==> src/rtl/uart_tx_sched.sv <==
// uart_tx_sched: two-channel UART transmit scheduler.
//   Two producers push bytes through valid/ready ports into a shared byte
//   FIFO (round-robin on contention, one push per cycle). An FSM drains the
//   FIFO over an MMIO master port: it reads the UART status register until
//   the busy bit is clear, then writes the head byte to the TX register.
// Ports:
//   clk, rst              clock, synchronous active-high reset
//   s0_*/s1_*             producer channels (valid, data[7:0], ready)
//   m_req/m_we/m_addr/m_wdata  registered MMIO request
//   m_rdata/m_ready       MMIO response
//   fifo_level            FIFO occupancy, idle = FIFO empty and FSM in IDLE
// Optional: define UART_SCHED_STATS_EN to add sent_cnt / retry_cnt outputs.
`ifndef XLEN
`define XLEN 32
`endif
`ifndef ADDR_W
`define ADDR_W 32
`endif
`ifndef IO_BASE_ADDR
`define IO_BASE_ADDR 32'h4000_0000
`endif
`ifndef IO_UART_TX_OFFSET
`define IO_UART_TX_OFFSET 32'h0
`endif
`ifndef IO_UART_STAT_OFFSET
`define IO_UART_STAT_OFFSET 32'h4
`endif
`ifndef IO_UART_STAT_BUSY_BIT
`define IO_UART_STAT_BUSY_BIT 3
`endif

module uart_tx_sched #(
  parameter int                 FIFO_DEPTH = 4,
  parameter int                 POLL_GAP   = 2,
  parameter logic [`ADDR_W-1:0] STAT_ADDR  = `IO_BASE_ADDR + `IO_UART_STAT_OFFSET,
  parameter logic [`ADDR_W-1:0] TX_ADDR    = `IO_BASE_ADDR + `IO_UART_TX_OFFSET
) (
  input  logic                        clk,
  input  logic                        rst,
  input  logic                        s0_valid,
  input  logic [7:0]                  s0_data,
  output logic                        s0_ready,
  input  logic                        s1_valid,
  input  logic [7:0]                  s1_data,
  output logic                        s1_ready,
  output logic                        m_req,
  output logic                        m_we,
  output logic [`ADDR_W-1:0]          m_addr,
  output logic [`XLEN-1:0]            m_wdata,
  input  logic [`XLEN-1:0]            m_rdata,
  input  logic                        m_ready,
  output logic [$clog2(FIFO_DEPTH):0] fifo_level,
  output logic                        idle
`ifdef UART_SCHED_STATS_EN
  ,
  output logic [31:0]                 sent_cnt,
  output logic [31:0]                 retry_cnt
`endif
);

  localparam int AW = $clog2(FIFO_DEPTH);
  localparam int LW = AW + 1;
  localparam int GW = (POLL_GAP > 1) ? $clog2(POLL_GAP) : 1;
  localparam logic [GW-1:0] GAP_LAST = GW'((POLL_GAP > 0) ? POLL_GAP - 1 : 0);

  typedef enum logic [1:0] {S_IDLE, S_POLL, S_GAP, S_WRITE} state_t;

  state_t              state_q;
  logic                m_req_q, m_we_q;
  logic [`ADDR_W-1:0]  m_addr_q;
  logic [`XLEN-1:0]    m_wdata_q;
  logic [GW-1:0]       gap_q;

  logic [7:0]          mem_q [FIFO_DEPTH];
  logic [AW-1:0]       wr_q, rd_q;
  logic [LW-1:0]       cnt_q;
  logic                last_q;   // channel of the last accepted push (1 = ch1)

  logic full, empty, acc0, acc1, push, pop, busy;
  logic [7:0] push_data;
  logic unused_rdata;

  assign full  = (cnt_q == LW'(FIFO_DEPTH));
  assign empty = (cnt_q == '0);

  // A channel may take the slot when the other is silent or it holds the
  // round-robin turn; with both valid exactly one ready is high.
  assign s0_ready = !full && (!s1_valid || last_q);
  assign s1_ready = !full && (!s0_valid || !last_q);

  assign acc0      = s0_valid && s0_ready;
  assign acc1      = s1_valid && s1_ready;
  assign push      = acc0 || acc1;
  assign push_data = acc0 ? s0_data : s1_data;
  assign pop       = (state_q == S_WRITE) && m_ready;
  assign busy      = m_rdata[`IO_UART_STAT_BUSY_BIT];
  assign unused_rdata = ^m_rdata;

  assign m_req      = m_req_q;
  assign m_we       = m_we_q;
  assign m_addr     = m_addr_q;
  assign m_wdata    = m_wdata_q;
  assign fifo_level = cnt_q;
  assign idle       = empty && (state_q == S_IDLE);

  always_ff @(posedge clk) begin
    if (push) mem_q[wr_q] <= push_data;
  end

  always_ff @(posedge clk) begin
    if (rst) begin
      wr_q   <= '0;
      rd_q   <= '0;
      cnt_q  <= '0;
      last_q <= 1'b1;  // so ch0 wins the first contention
    end else begin
      if (push) begin
        wr_q   <= wr_q + 1'b1;
        last_q <= acc1;
      end
      if (pop) rd_q <= rd_q + 1'b1;
      case ({push, pop})
        2'b10:   cnt_q <= cnt_q + 1'b1;
        2'b01:   cnt_q <= cnt_q - 1'b1;
        default: cnt_q <= cnt_q;
      endcase
    end
  end

  always_ff @(posedge clk) begin
    if (rst) begin
      state_q   <= S_IDLE;
      m_req_q   <= 1'b0;
      m_we_q    <= 1'b0;
      m_addr_q  <= '0;
      m_wdata_q <= '0;
      gap_q     <= '0;
    end else begin
      case (state_q)
        S_IDLE: if (!empty) state_q <= S_POLL;
        S_POLL: begin
          if (!m_req_q) begin
            // first cycle after IDLE: launch the status read
            m_req_q  <= 1'b1;
            m_we_q   <= 1'b0;
            m_addr_q <= STAT_ADDR;
          end else if (m_ready) begin
            if (!busy) begin
              m_we_q    <= 1'b1;
              m_addr_q  <= TX_ADDR;
              m_wdata_q <= {{(`XLEN-8){1'b0}}, mem_q[rd_q]};
              state_q   <= S_WRITE;
            end else if (POLL_GAP > 0) begin
              m_req_q  <= 1'b0;
              m_addr_q <= '0;
              gap_q    <= '0;
              state_q  <= S_GAP;
            end
            // busy with no gap: request stays up for a back-to-back poll
          end
        end
        S_GAP: begin
          if (gap_q == GAP_LAST) begin
            gap_q    <= '0;
            m_req_q  <= 1'b1;
            m_addr_q <= STAT_ADDR;
            state_q  <= S_POLL;
          end else begin
            gap_q <= gap_q + 1'b1;
          end
        end
        S_WRITE: begin
          if (m_ready) begin
            m_req_q   <= 1'b0;
            m_we_q    <= 1'b0;
            m_addr_q  <= '0;
            m_wdata_q <= '0;
            state_q   <= S_IDLE;
          end
        end
        default: state_q <= S_IDLE;
      endcase
    end
  end

`ifdef UART_SCHED_STATS_EN
  logic [31:0] sent_q, retry_q;
  assign sent_cnt  = sent_q;
  assign retry_cnt = retry_q;

  always_ff @(posedge clk) begin
    if (rst) begin
      sent_q  <= '0;
      retry_q <= '0;
    end else begin
      if (pop) sent_q <= sent_q + 1'b1;
      if ((state_q == S_POLL) && m_req_q && m_ready && busy) retry_q <= retry_q + 1'b1;
    end
  end
`endif

endmodule

==> config.mk <==
export PLATFORM = sky130hd
export DESIGN_NAME = uart_tx_sched
export DESIGN_NICKNAME = d
export VERILOG_FILES = /design/src/rtl/uart_tx_sched.sv
export SDC_FILE = /design/constraint.sdc
export NUM_CORES = 1
export LEC_CHECK = 0
export BUFFER_PORTS_ARGS = -buffer_cell sky130_fd_sc_hd__buf_2
export CAP_MARGIN = 20
export CORE_MARGIN = 5
export CORE_UTILIZATION = 40
export CTS_BUF_LIST = sky130_fd_sc_hd__clkbuf_16
export DETAILED_ROUTE_END_ITERATION = 6
export GPL_TIMING_DRIVEN = 1
export PLACE_DENSITY = 0.69
export RECOVER_POWER = 25
export SKIP_LAST_GASP = 1
export SYNTH_ARGS = -nofsm -noshare
export SYNTH_HDL_FRONTEND = slang
export SYNTH_SLANG_ARGS = --single-unit
==> constraint.sdc <==
create_clock -name clk -period 6.6 [get_ports clk]
set_input_delay 1.32 -clock clk [delete_from_list [all_inputs] [get_ports clk]]
set_output_delay 1.32 -clock clk [all_outputs]
set_load 0.005 [all_outputs]
; After elaboration in Yosys (flattened, before gate mapping)
; Memory sizes are Yosys's and may differ from the RTL's. A register that Yosys moved wholly into a read port is not among the register bits.
; Cells that the tools add are included.
; Widths: inputs -> output; s select.
[totals]
reg_bits = 77
mem_bits_rw = 32
input_bits = 53
output_inout_bits = 72
mem_count = 1
[memory_table]
columns = memory, depth, word_bits, rd, rd_ports_with_merged_regs, wr, line_no
row1 = mem_q, 4, 8, 1, 1, 1, 74  ; logic [7:0] mem_q [FIFO_DEPTH];
[op_classes]
addsub = 5
eq_ne = 15
n_mux = 38
reduce_logical = 25
[ops]
columns = operator, count
row1 = $mux 32, 7
row2 = $pmux 32 s3, 1
row3 = $pmux 32 s2, 1
row4 = $mux 31, 1
row5 = $mux 1, 15
row6 = $mux 2, 7
row7 = $ne 2x2->1 const B, 7
row8 = $reduce_and 4->1, 3
row9 = $reduce_and 5->1, 2
row10 = $mux 8, 1
row11 = $pmux 2 s4, 1
row12 = $eq 2x2->1 const B, 3
row13 = $logic_and 1x1->1, 6
row14 = $ne 3x3->1 const B, 2
row15 = $pmux 3 s2, 1
row16 = $reduce_bool 2->1, 3
row17 = $add 2x1->2 const B, 2
row18 = $eq 2x1->1 const B, 2
row19 = $logic_not 1->1, 4
row20 = $pmux 1 s2, 2
row21 = $add 3x1->3 const B, 1
row22 = $eq 3x3->1 const B, 1
row23 = $logic_not 3->1, 1
row24 = $logic_or 1x1->1, 3
row25 = 6 further kinds, 6

; Longest topological paths before layout
; Gate-level depths: netlist (run 1).
[depth]
ltp_word = 7
mapped_depth = 9

; Worst setup path before layout (run 1)
; OpenSTA, ideal clock, no wires.
[synth_path]
kind = input -> register
startpoint = in m_ready
endpoint = reg cnt_q[2] (netlist: fifo_level[2])
arrival_ns = 2.904
required_time_ns = 6.529
slack_ns = 3.625
stages = 8
path_buffers = 1
path_cell_list = clkbuf_1 -> and3_1 -> ha_1 -> inv_1 -> fa_1 -> xor2_1 -> or3_1 -> a21oi_1
[synth_via]
elab_chain_len = 3
elab_cells_between_ends = 5
classes_between = eq/ne (2) / mux (1) / reduce/logical (2)
[synth_lines]
columns = item, line_no
row1 = from (decl), 51  ; input logic m_ready,
row2 = $logic_and 1x1->1 (*), 95  ; assign pop = (state_q == S_WRITE) && m_ready;
row3 = via pop, 79  ; logic full, empty, acc0, acc1, push, pop, busy;
row4 = $eq 2x1->1 or $eq 2x2->1 (tied branches), 122  ; case ({push, pop})
row5 = $pmux 3 s2 or $reduce_bool 2->1 (tied branches), --
row6 = to (signal assigned), 123  ; 2'b10: cnt_q <= cnt_q + 1'b1;
row7 = to (signal assigned), 124  ; 2'b01: cnt_q <= cnt_q - 1'b1;
row8 = to (signal assigned), 125  ; default: cnt_q <= cnt_q;
row9 = to (decl), 76  ; logic [LW-1:0] cnt_q;
; The timed path passes the listed nets; every way through them passes the cells marked *.
; A chain may end at the register's enable or synchronous reset.

; Worst setup path in the final report (run 1)
[layout_path]
startpoint = in s1_valid
endpoint = out s0_ready
[layout_via]
elab_chain_len = 3
[layout_lines]
columns = item, line_no
row1 = from (decl), 43  ; input logic s1_valid,
row2 = $logic_not 1->1, 88  ; assign s0_ready = !full && (!s1_valid || last_q);
row3 = $logic_or 1x1->1, 88
row4 = $logic_and 1x1->1, 88
row5 = to (decl), 42  ; output logic s0_ready,
; Every way passes these cells.

==> results of run 1 <==
[cell type report]
class / instances / area share [%]
multi-input combinational: 165 / 34.42
tap: 96 / 3.759
clock buffer: 9 / 7.048
timing repair buffer: 39 / 5.912
clock inverter: 7 / 1.253
sequential: 57 / 45.73
inverter: 16 / 1.879
[routing by layer]
metal | global-route usage (%) | wire (um) | up-vias | part of all wire, %
met3 | 4.861 | 476 | 9 | 9.6
li1 | - | - | 844 | -
met1 | 14.13 | 2124 | 805 | 43
met4 | 5.048 | 54 | 0 | 1.1
met5 | 0 | 0 | - | 0
met2 | 18.14 | 2295 | 77 | 46
[registers in the layout, summed over array words and instances, names as in the netlist, named ones only]
signal / count
mem_q: 32
m_addr: 2
m_we: 1
rd_q: 2
m_wdata: 8
state_q: 2
wr_q: 2
last_q: 1
gap_q: 1
fifo_level: 3
m_req: 1
[cells in the final DEF, fill, tap and decap left out, types with 2 or more instances in the layout]
cell and n:
conb_1 54, buf_2 34, edfxtp_1 32, dfxtp_1 25, inv_1 17, nor2_1 14
a21oi_1 11, clkbuf_16 9, mux2_2 8, o21ai_0 8, mux4_2 8, nand3_1 8
o31ai_1 8, ha_1 5, clkbuf_1 5, and2_1 4, nand2b_1 4, nand2_1 3
xor2_1 3, or3_1 3, clkinvlp_4 3, nor2b_1 2, a21o_1 2, nand3b_1 2
a211oi_1 2, clkinv_2 2
[power by group]
group | switching [mW] | internal (mW) | leakage (nW)
Clock | 0.157 | 0.249 | 0.126
Sequential | 0.0207 | 0.408 | 0.501
Combinational | 0.0588 | 0.0461 | 0.648
[critical path, cell delays in order]
cell,delay [ps]
buf_2,90
nor2b_1,200
nor2_1,50
buf_2,150
[kinds of logic after synthesis]
group                    count (synthesis)  share of synthesized area (%)
XOR/XNOR                                 4                          1.220
buffers and inverters                   80                          17.73
AO/OA/AOI/OAI                           36                          7.843
flip-flops                              57                          50.89
multiplexers                            17                          9.760
adder cells (fa/ha/maj)                  6                          2.876
other                                    1                         0.1306
AND/OR/NAND/NOR                         48                          9.542
[how the worst max path moves through the flow]
stage	from	end	slack (ps)	depth (start not counted)
final	s1_valid	s0_ready	3470	4
after detailed placement	s0_valid	fifo_level[2]$_SDFFE_PP0P_	3440	10
after global placement	s0_valid	fifo_level[2]$_SDFFE_PP0P_	3470	10
after global routing	s1_valid	s0_ready	3400	4
after CTS	s1_valid	s0_ready	3470	4
after floorplan	m_ready	fifo_level[2]$_SDFFE_PP0P_	3620	8
[metrics by stage]
stage               instances  hold slack, ps
floorplan                 302           450.4
global placement          373           446.8
detailed placement        373           452.3
CTS                       389           461.5
global route              389           484.6
finish                    389           455.2
==> qor.txt, run 1 <==
run status -> completed
row count -> 30
H-Tree Depth -> 3
share of cells above drive strength 1 -> 22.87%
Setup Fix Bufs, Post-CTS -> 0
Placeable Area -> 0.006907 mm2
Worst Hold Path EP -> m_wdata[3]$_SDFFE_PP0P_
fillers -> 629
RSZ-0062 raised after global routing -> no
Starting DRT DRC Count -> 64
port bufs -> 39
worst reg2reg path depth -> 9
DR DRC count -> 0
Setup Viol. Count Final -> 0
cts repair resizes -> 0
# Max-Cap Violations -> 0
post-route clock skew -> 10.00 ps
cts bufs inserted -> 9
Via Count -> 1,735
leakage -> 1.275 nW
Yosys top cell area share -> 33.46%
Synth cell types -> 40
IO Count -> 125
WL final -> 4949 um
Reg clk slew, reported paths -> 50 ps
Synth Warn # -> 0
GP Congestion -> 0.7069
initial antenna violation count -> 0
maximum root-to-sink buffer count -> 2
synth top area cells -> edfxtp_1 (33%), dfxtp_1 (17%), buf_4 (14%)
Final Cycle Share -> 47.35%
die width -> 94.73 um
worst slack, placed -> 3444 ps
RR Startpoint -> fifo_level[2]$_SDFFE_PP0P_
Slew headroom -> 23.43%
Multi-input gate area -> 0.001100 mm2
number of flops mapped to enable cells by yosys -> 32
Arrival @ worst endpoint -> 1810 ps
worst skew pair latency -> 330 ps
Final Net Count -> 347
internal reg-to-reg setup slack -> 4150 ps
Crit Reg-Reg Endpoint -> fifo_level[2]$_SDFFE_PP0P_
fmax -> 320.0 MHz
HP Start -> m_wdata[3]$_SDFFE_PP0P_
post-layout min period -> 3125 ps
Tightest Pin Transition -> 1148 ps
Setup WS post-layout -> 3475 ps
diode count -> 0
Critical Path RT -> 5280 ps
Final Hold Fails -> 0
Post-Syn Area -> 0.002872 mm2
Max IR drop VDD -> 162.6 uV
first drt pass iteration count -> 4
starting density of the core -> 41.58%
die area -> 0.008973 mm2
grt total ovfl -> 0
Tightest Hold Check Type -> reg2reg
CTS tree -> yes
Avg Synthesized Cell Area -> 11.53 um2
sequential fraction of the synthesis area -> 50.89%
root buf cell -> clkbuf_16
Setup Total Neg Slack -> 0 ps
Core Util, Final -> 46.27%
via/cell ratio -> 4.460
area post-placement -> 0.002937 mm2
CP Launch Type -> input port
area leader, netlist -> edfxtp_1
Post-DP HPWL -> 3537 um
Setup CP Type -> in2out
post-synthesis async set-or-reset flop share -> 0%
first-pass GRT wire length -> 7693 um
Pwr Total -> 0.9396 mW
DR WL/cell -> 12.72 um
top_reg_cell synth -> edfxtp_1
Worst Path Max Fanout -> 3
cell with the most instances after synthesis -> buf_4
Slew Limit Fails -> 0
Die H -> 94.73 um
largest net degree at the start of global routing -> 26
Pwr per Cell Area -> 294.0 mW/mm2
crit path capture type -> output pin
Seq. cell area -> 0.001461 mm2
Hold Path Depth -> 2
cts hold-fix bufs -> 0
Total GRT Usage -> 11.65%
Yosys reg bits -> 57
number of global-route vias before repair -> 1,606
Synth-to-Final Area Change -> 11.29%
post-route cell area -> 0.003196 mm2
antenna-violating nets left -> 0
Commonest cells post-synth -> buf_4 (54), edfxtp_1 (32), dfxtp_1 (25)
Cells after Synth -> 249
Num Clock Sinks -> 57
(Power assumes the default switching activity.)
==> inputs of run 2 (changes only) <==
--- a/config.mk
+++ b/config.mk
@@ -5,6 +5,7 @@
 export SDC_FILE = /design/constraint.sdc
 export NUM_CORES = 1
 export LEC_CHECK = 0
+export ABC_AREA = 1
 export BUFFER_PORTS_ARGS = -buffer_cell sky130_fd_sc_hd__buf_2
 export CAP_MARGIN = 20
 export CORE_MARGIN = 5
@@ -12,7 +13,7 @@
 export CTS_BUF_LIST = sky130_fd_sc_hd__clkbuf_16
 export DETAILED_ROUTE_END_ITERATION = 6
 export GPL_TIMING_DRIVEN = 1
-export PLACE_DENSITY = 0.69
+export PLACE_DENSITY = 0.71
 export RECOVER_POWER = 25
 export SKIP_LAST_GASP = 1
 export SYNTH_ARGS = -nofsm -noshare
==> constraint.sdc (replaced) <==
create_clock -name clk -period 2.6 [get_ports clk]
set_input_delay 0.52 -clock clk [delete_from_list [all_inputs] [get_ports clk]]
set_output_delay 0.52 -clock clk [all_outputs]
set_load 0.005 [all_outputs]
==> run 2 against run 1 <==
Global-route usage is 0.24 points higher. Critical path depth is 8 higher. Final cell count is 37% higher. Cell area is 8.5% higher. Largest power group is now the clock network.
==> qor.txt, run 2 <==
Max IR drop VDD -> 371.8 uV
Setup Total Neg Slack -> 0 ps
Synth cell types -> 22
fillers -> 757
RSZ-0062 raised after global routing -> no
Synth-to-Final Area Change -> 12.51%
H-Tree Depth -> 3
commonest non-fill, non-tap cell in the layout -> nand2_1
Starting DRT DRC Count -> 67
maximum root-to-sink buffer count -> 2
die width -> 97.78 um
Arrival @ worst endpoint -> 2320 ps
register with the most flip-flops -> mem_q
fmax -> 475.0 MHz
worst reg2reg path depth -> 12
die area -> 0.009560 mm2
Setup Fix Bufs, Post-CTS -> 0
largest net degree at the start of global routing -> 22
Critical Path RT -> 2820 ps
Setup Viol. Count Final -> 0
top_reg_cell synth -> edfxtp_1
port bufs -> 39
Via Count -> 2,200
Avg Synthesized Cell Area -> 8.110 um2
Die H -> 97.78 um
post-layout min period -> 2105 ps
Slowest cell on crit path -> fa_1
Worst Path Max Fanout -> 6
Yosys top cell area share -> 31.18%
first drt pass iteration count -> 4
Setup WS post-layout -> 494.8 ps
Post-DP HPWL -> 4076 um
worst skew pair latency -> 330 ps
number of flops mapped to enable cells by yosys -> 32
Total GRT Usage -> 11.89%
Slew Limit Fails -> 0
Pwr per Cell Area -> 850.0 mW/mm2
Commonest cells post-synth -> nand2_1 (93), inv_1 (64), buf_4 (56)
via/cell ratio -> 4.135
diode count -> 0
Final Net Count -> 484
sequential fraction of the synthesis area -> 47.42%
GP Congestion -> 0.8486
worst stage delay on the critical path -> 380 ps
DR WL/cell -> 10.31 um
Final Hold Fails -> 0
delay-heaviest family, CP -> simple AND/OR/NAND/NOR gates
CTS tree -> yes
Bufs and invs on worst path -> 2
Post-Syn Area -> 0.003082 mm2
IO Count -> 125
Yosys reg bits -> 57
post-synthesis async set-or-reset flop share -> 0%
antenna-violating nets left -> 0
Cells after Synth -> 380
Tightest Hold Check Type -> reg2reg
crit path capture type -> flop
grt total ovfl -> 0
CP Launch Type -> flop
Reg clk slew, reported paths -> 50 ps
cts repair resizes -> 0
Synth Warn # -> 0
share of cells above drive strength 1 -> 12.09%
number of stages on the worst setup path -> 12
DR DRC count -> 0
run status -> completed
Setup CP Type -> reg2reg
root buf cell -> clkbuf_16
Pwr Total -> 2.947 mW
starting density of the core -> 40.51%
most frequent cells in the layout -> nand2_1 (93), inv_1 (65), conb_1 (54)
number of global-route vias before repair -> 2,015
cell with the most instances after synthesis -> nand2_1
worst slack, placed -> 414.2 ps
Num Clock Sinks -> 57
most frequent cell on the critical path -> nand2_1
synth top area cells -> edfxtp_1 (31%), dfxtp_1 (16%), buf_4 (14%)
post-route cell area -> 0.003467 mm2
first-pass GRT wire length -> 8914 um
cts bufs inserted -> 9
cts hold-fix bufs -> 0
CP cell instances -> nor2_1 -> nand2_1 -> nand3_1 -> nand2_1 -> inv_1 -> ha_1 -> inv_1 -> fa_1 -> nand2_1 -> nand3_1 -> o21ai_0 -> a21oi_1
area leader, netlist -> edfxtp_1
area post-placement -> 0.003178 mm2
Tightest Pin Transition -> 728.5 ps
Hold Path Depth -> 2
Slew headroom -> 51.44%
# Max-Cap Violations -> 0
row count -> 32
leakage -> 1.715 nW
Largest register FFs -> 32
Placeable Area -> 0.007607 mm2
Worst Hold Slack -> 466.1 ps
post-route clock skew -> 5.251 ps
WL final -> 5483 um
initial antenna violation count -> 0
Final Cycle Share -> 80.97%
[run 2: cell count changes in the layout (fill, tap and decap cells not counted), moves of 8 or more]
| cell | before | now |
|---|---|---|
| a21oi_1 | 11 | 23 |
| inv_1 | 17 | 65 |
| mux2_2 | 8 | 0 |
| mux4_2 | 8 | 0 |
| nand2_1 | 3 | 93 |
| nand3_1 | 8 | 27 |
| nor2_1 | 14 | 26 |
| o31ai_1 | 8 | 0 |
[run 2: layout make-up]
cell class	instances	area, um2	share of cell area [%]
inverters	65	244.0	7.037
flip-flops and latches	57	1461	42.15
clock inverters	7	86.33	2.490
clock buffers	9	225.2	6.496
well taps	102	127.6	3.681
repair buffers	45	225.2	6.496
multi-input cells	247	1097	31.65
[run 2: per-layer routing]
metal  wire length [um]  share of wire, %  GRT usage [%]  vias to the layer above
met5                  0                 0              0                        -
met2               2688                49          19.66                       76
met1               2210                40          13.15                      952
met3                419               7.6          4.000                       13
li1                   -                 -              -                     1159
met4                163               3.0          7.455                        0
[run 2: power breakdown]
group | total [mW] | internal [mW] | switching, mW
sequential | 1.17 | 1.09 | 0.0743
combinational | 0.562 | 0.200 | 0.362
clock | 1.22 | 0.826 | 0.394
total | 2.95 | 2.12 | 0.831
[run 2: stage by stage]
stage	util, %	instances
2_1_floorplan	-	433
3_3_place_gp	41.78	516
3_5_place_dp	41.78	516
4_1_cts	45.87	532
5_1_grt	45.58	532
6_report	45.58	532
[run 2: worst reg2reg max path, delay by kind of cell (launching register included)]
family / cells / cell delay [ps]
compound gates: 2 / 230
fa+ha+maj: 2 / 560
buf+inv: 2 / 190
flops: 1 / 330
simple gates: 6 / 690
[run 2: worst paths after layout]
kind / slack [ps] / startpoint / end
worst max-delay path: 490 / fifo_level[1]$_SDFFE_PP0P_ / fifo_level[2]$_SDFFE_PP0P_
worst min register to register: 470 / m_addr[30]$_SDFFE_PP0P_ / m_addr[30]$_SDFFE_PP0P_
worst min-delay path: 470 / m_addr[30]$_SDFFE_PP0P_ / m_addr[30]$_SDFFE_PP0P_
worst max register to register: 490 / fifo_level[1]$_SDFFE_PP0P_ / fifo_level[2]$_SDFFE_PP0P_
[run 2: cells by family after synthesis]
group,Yosys count,share of synthesized area [%]
AOI/OAI and AO/OA,37,6.131
xor gates and xnor gates,1,0.2843
adders and majority gates,6,2.680
buffers and inverters,129,23.18
DFF,57,47.42
other,1,0.1217
and+or+nand+nor,149,20.18
==> inputs of run 3 (changes only) <==
--- a/config.mk
+++ b/config.mk
@@ -13,7 +13,7 @@
 export CTS_BUF_LIST = sky130_fd_sc_hd__clkbuf_16
 export DETAILED_ROUTE_END_ITERATION = 6
 export GPL_TIMING_DRIVEN = 1
-export PLACE_DENSITY = 0.71
+export PLACE_DENSITY = 0.68
 export RECOVER_POWER = 25
 export SKIP_LAST_GASP = 1
 export SYNTH_ARGS = -nofsm -noshare
==> constraint.sdc (replaced) <==
create_clock -name clk -period 2.2 [get_ports clk]
set_input_delay 0.44 -clock clk [delete_from_list [all_inputs] [get_ports clk]]
set_output_delay 0.44 -clock clk [all_outputs]
set_load 0.005 [all_outputs]
==> run 3 against run 2 <==
Worst hold slack lost 36 ps. Sequential power grew 17%. Global-route usage is essentially flat. Wire length grew 1.2%. Register-to-register slack lost 270 ps. Cell area shrank 0.97%. Die area is the same. Largest power group is now registers. Highest routed layer unchanged.
==> qor.txt, run 3 (synthesis results as in run 2) <==
starting density of the core -> 40.51%
number of global-route vias before repair -> 2,004
die width -> 97.78 um
# placed instances -> 518
share of cells above drive strength 1 -> 12.73%
Worst Path Max Fanout -> 21
Worst Hold Slack -> 429.8 ps
crit path capture type -> flop
Setup Total Neg Slack -> 0 ps
CP Launch Type -> flop
met3 WL -> 429 um
Via Count -> 2,255
top routing layer in use -> met4
run status -> completed
WL met1 -> 2434 um
row count -> 32
Tightest Pin Transition -> 753.4 ps
Max IR drop VDD -> 470.0 uV
die area -> 0.009560 mm2
met2 routed WL -> 2595 um
post-route cell area -> 0.003433 mm2
Setup CP Type -> reg2reg
most frequent cells in the layout -> nand2_1 (93), inv_1 (66), conb_1 (54)
Slowest cell on crit path -> clkbuf_1
port bufs -> 39
WL final -> 5550 um
leakage -> 1.706 nW
Num Clock Sinks -> 57
post-layout min period -> 1974 ps
via/cell ratio -> 4.223
number of stages on the worst setup path -> 5
fin cells -> 534
largest net degree at the start of global routing -> 22
grt total ovfl -> 0
Pwr per Cell Area -> 943.5 mW/mm2
Setup Viol. Count Final -> 0
cts bufs inserted -> 9
worst skew pair latency -> 320 ps
Critical Path RT -> 2170 ps
Slew headroom -> 49.77%
worst stage delay on the critical path -> 580 ps
DR DRC count -> 0
area post-placement -> 0.003193 mm2
CP cell instances -> nor2_2 -> nand2_1 -> nand3_1 -> clkbuf_1 -> o21ai_0
diode count -> 0
GP Congestion -> 0.7865
Setup Fix Bufs, Post-CTS -> 0
worst reg2reg path depth -> 5
Multi-input gate area -> 0.001107 mm2
IO Count -> 125
Bufs and invs on worst path -> 1
Slew Limit Fails -> 0
antenna-violating nets left -> 0
post-route clock skew -> 8.917 ps
first drt pass iteration count -> 4
fillers -> 753
H-Tree Depth -> 3
Final Net Count -> 486
DR WL/cell -> 10.39 um
Hold Path Depth -> 2
maximum root-to-sink buffer count -> 2
register with the most flip-flops -> mem_q
Placeable Area -> 0.007607 mm2
Starting DRT DRC Count -> 87
# Max-Cap Violations -> 0
Die H -> 97.78 um
initial antenna violation count -> 0
first-pass GRT wire length -> 8990 um
CTS tree -> yes
Synth-to-Final Area Change -> 11.41%
Reg clk slew, reported paths -> 50 ps
Largest register FFs -> 32
delay-heaviest family, CP -> buffers and inverters
Total GRT Usage -> 11.85%
fmax -> 506.5 MHz
root buf cell -> clkbuf_16
Final Hold Fails -> 0
RSZ-0062 raised after global routing -> no
commonest non-fill, non-tap cell in the layout -> nand2_1
Tightest Hold Check Type -> in2reg
Final Cycle Share -> 89.74%
Arrival @ worst endpoint -> 1940 ps
Post-DP HPWL -> 4133 um
Seq. cell area -> 0.001461 mm2
-- run 3: cell types whose count changed in the layout (fill, tap and decap cells not counted), sizes merged --
cell,delta
inv,+3
bufinv,-2
clkbuf,+2
clkinvlp,-1
-- run 3: layout make-up --
type | count | area share, %
tap | 102 | 3.717
timing repair buffer | 47 | 6.851
multi-input combinational | 247 | 32.25
sequential | 57 | 42.57
inverter | 65 | 7.106
clock buffer | 9 | 6.560
clock inverter | 7 | 0.9475
-- run 3: routing by layer --
layer | vias to the layer above | global-route usage (%)
met5 | - | 0
met2 | 91 | 19.40
met1 | 990 | 14.11
met3 | 10 | 4.143
li1 | 1164 | -
met4 | 0 | 5.218
-- run 3: where the power goes --
group | leakage [nW] | switching, mW | internal [mW]
combinational | 1.06 | 0.453 | 0.246
clock | 0.139 | 0.432 | 0.737
sequential | 0.502 | 0.0811 | 1.29
-- run 3: final timing paths --
check	startpoint	to	slack (ps)
max	fifo_level[1]$_SDFFE_PP0P_	mem_q[3][0]$_DFFE_PP_	230
min	rst	gap_q$_SDFFE_PP0P_	430
max reg2reg	fifo_level[1]$_SDFFE_PP0P_	mem_q[3][0]$_DFFE_PP_	230
min reg2reg	m_wdata[6]$_SDFFE_PP0P_	m_wdata[6]$_SDFFE_PP0P_	460
-- run 3: per-stage QoR --
stage / utilization [%] / total power, mW / worst slack [ps]
3_3_place_gp: 41.97 / 2.070 / 241.6
5_1_grt: 45.13 / 3.461 / 41.53
4_1_cts: 45.36 / 3.285 / 180.9
6_report: 45.13 / 3.239 / 225.7
3_5_place_dp: 41.97 / 2.101 / 153.0
2_1_floorplan: - / 1.961 / 314.5
-- run 3: timing repair --
item	in CTS	in global routing
endpoints found under the setup margin	0	1
gates resized for setup	0	2
hold buffers	0	0
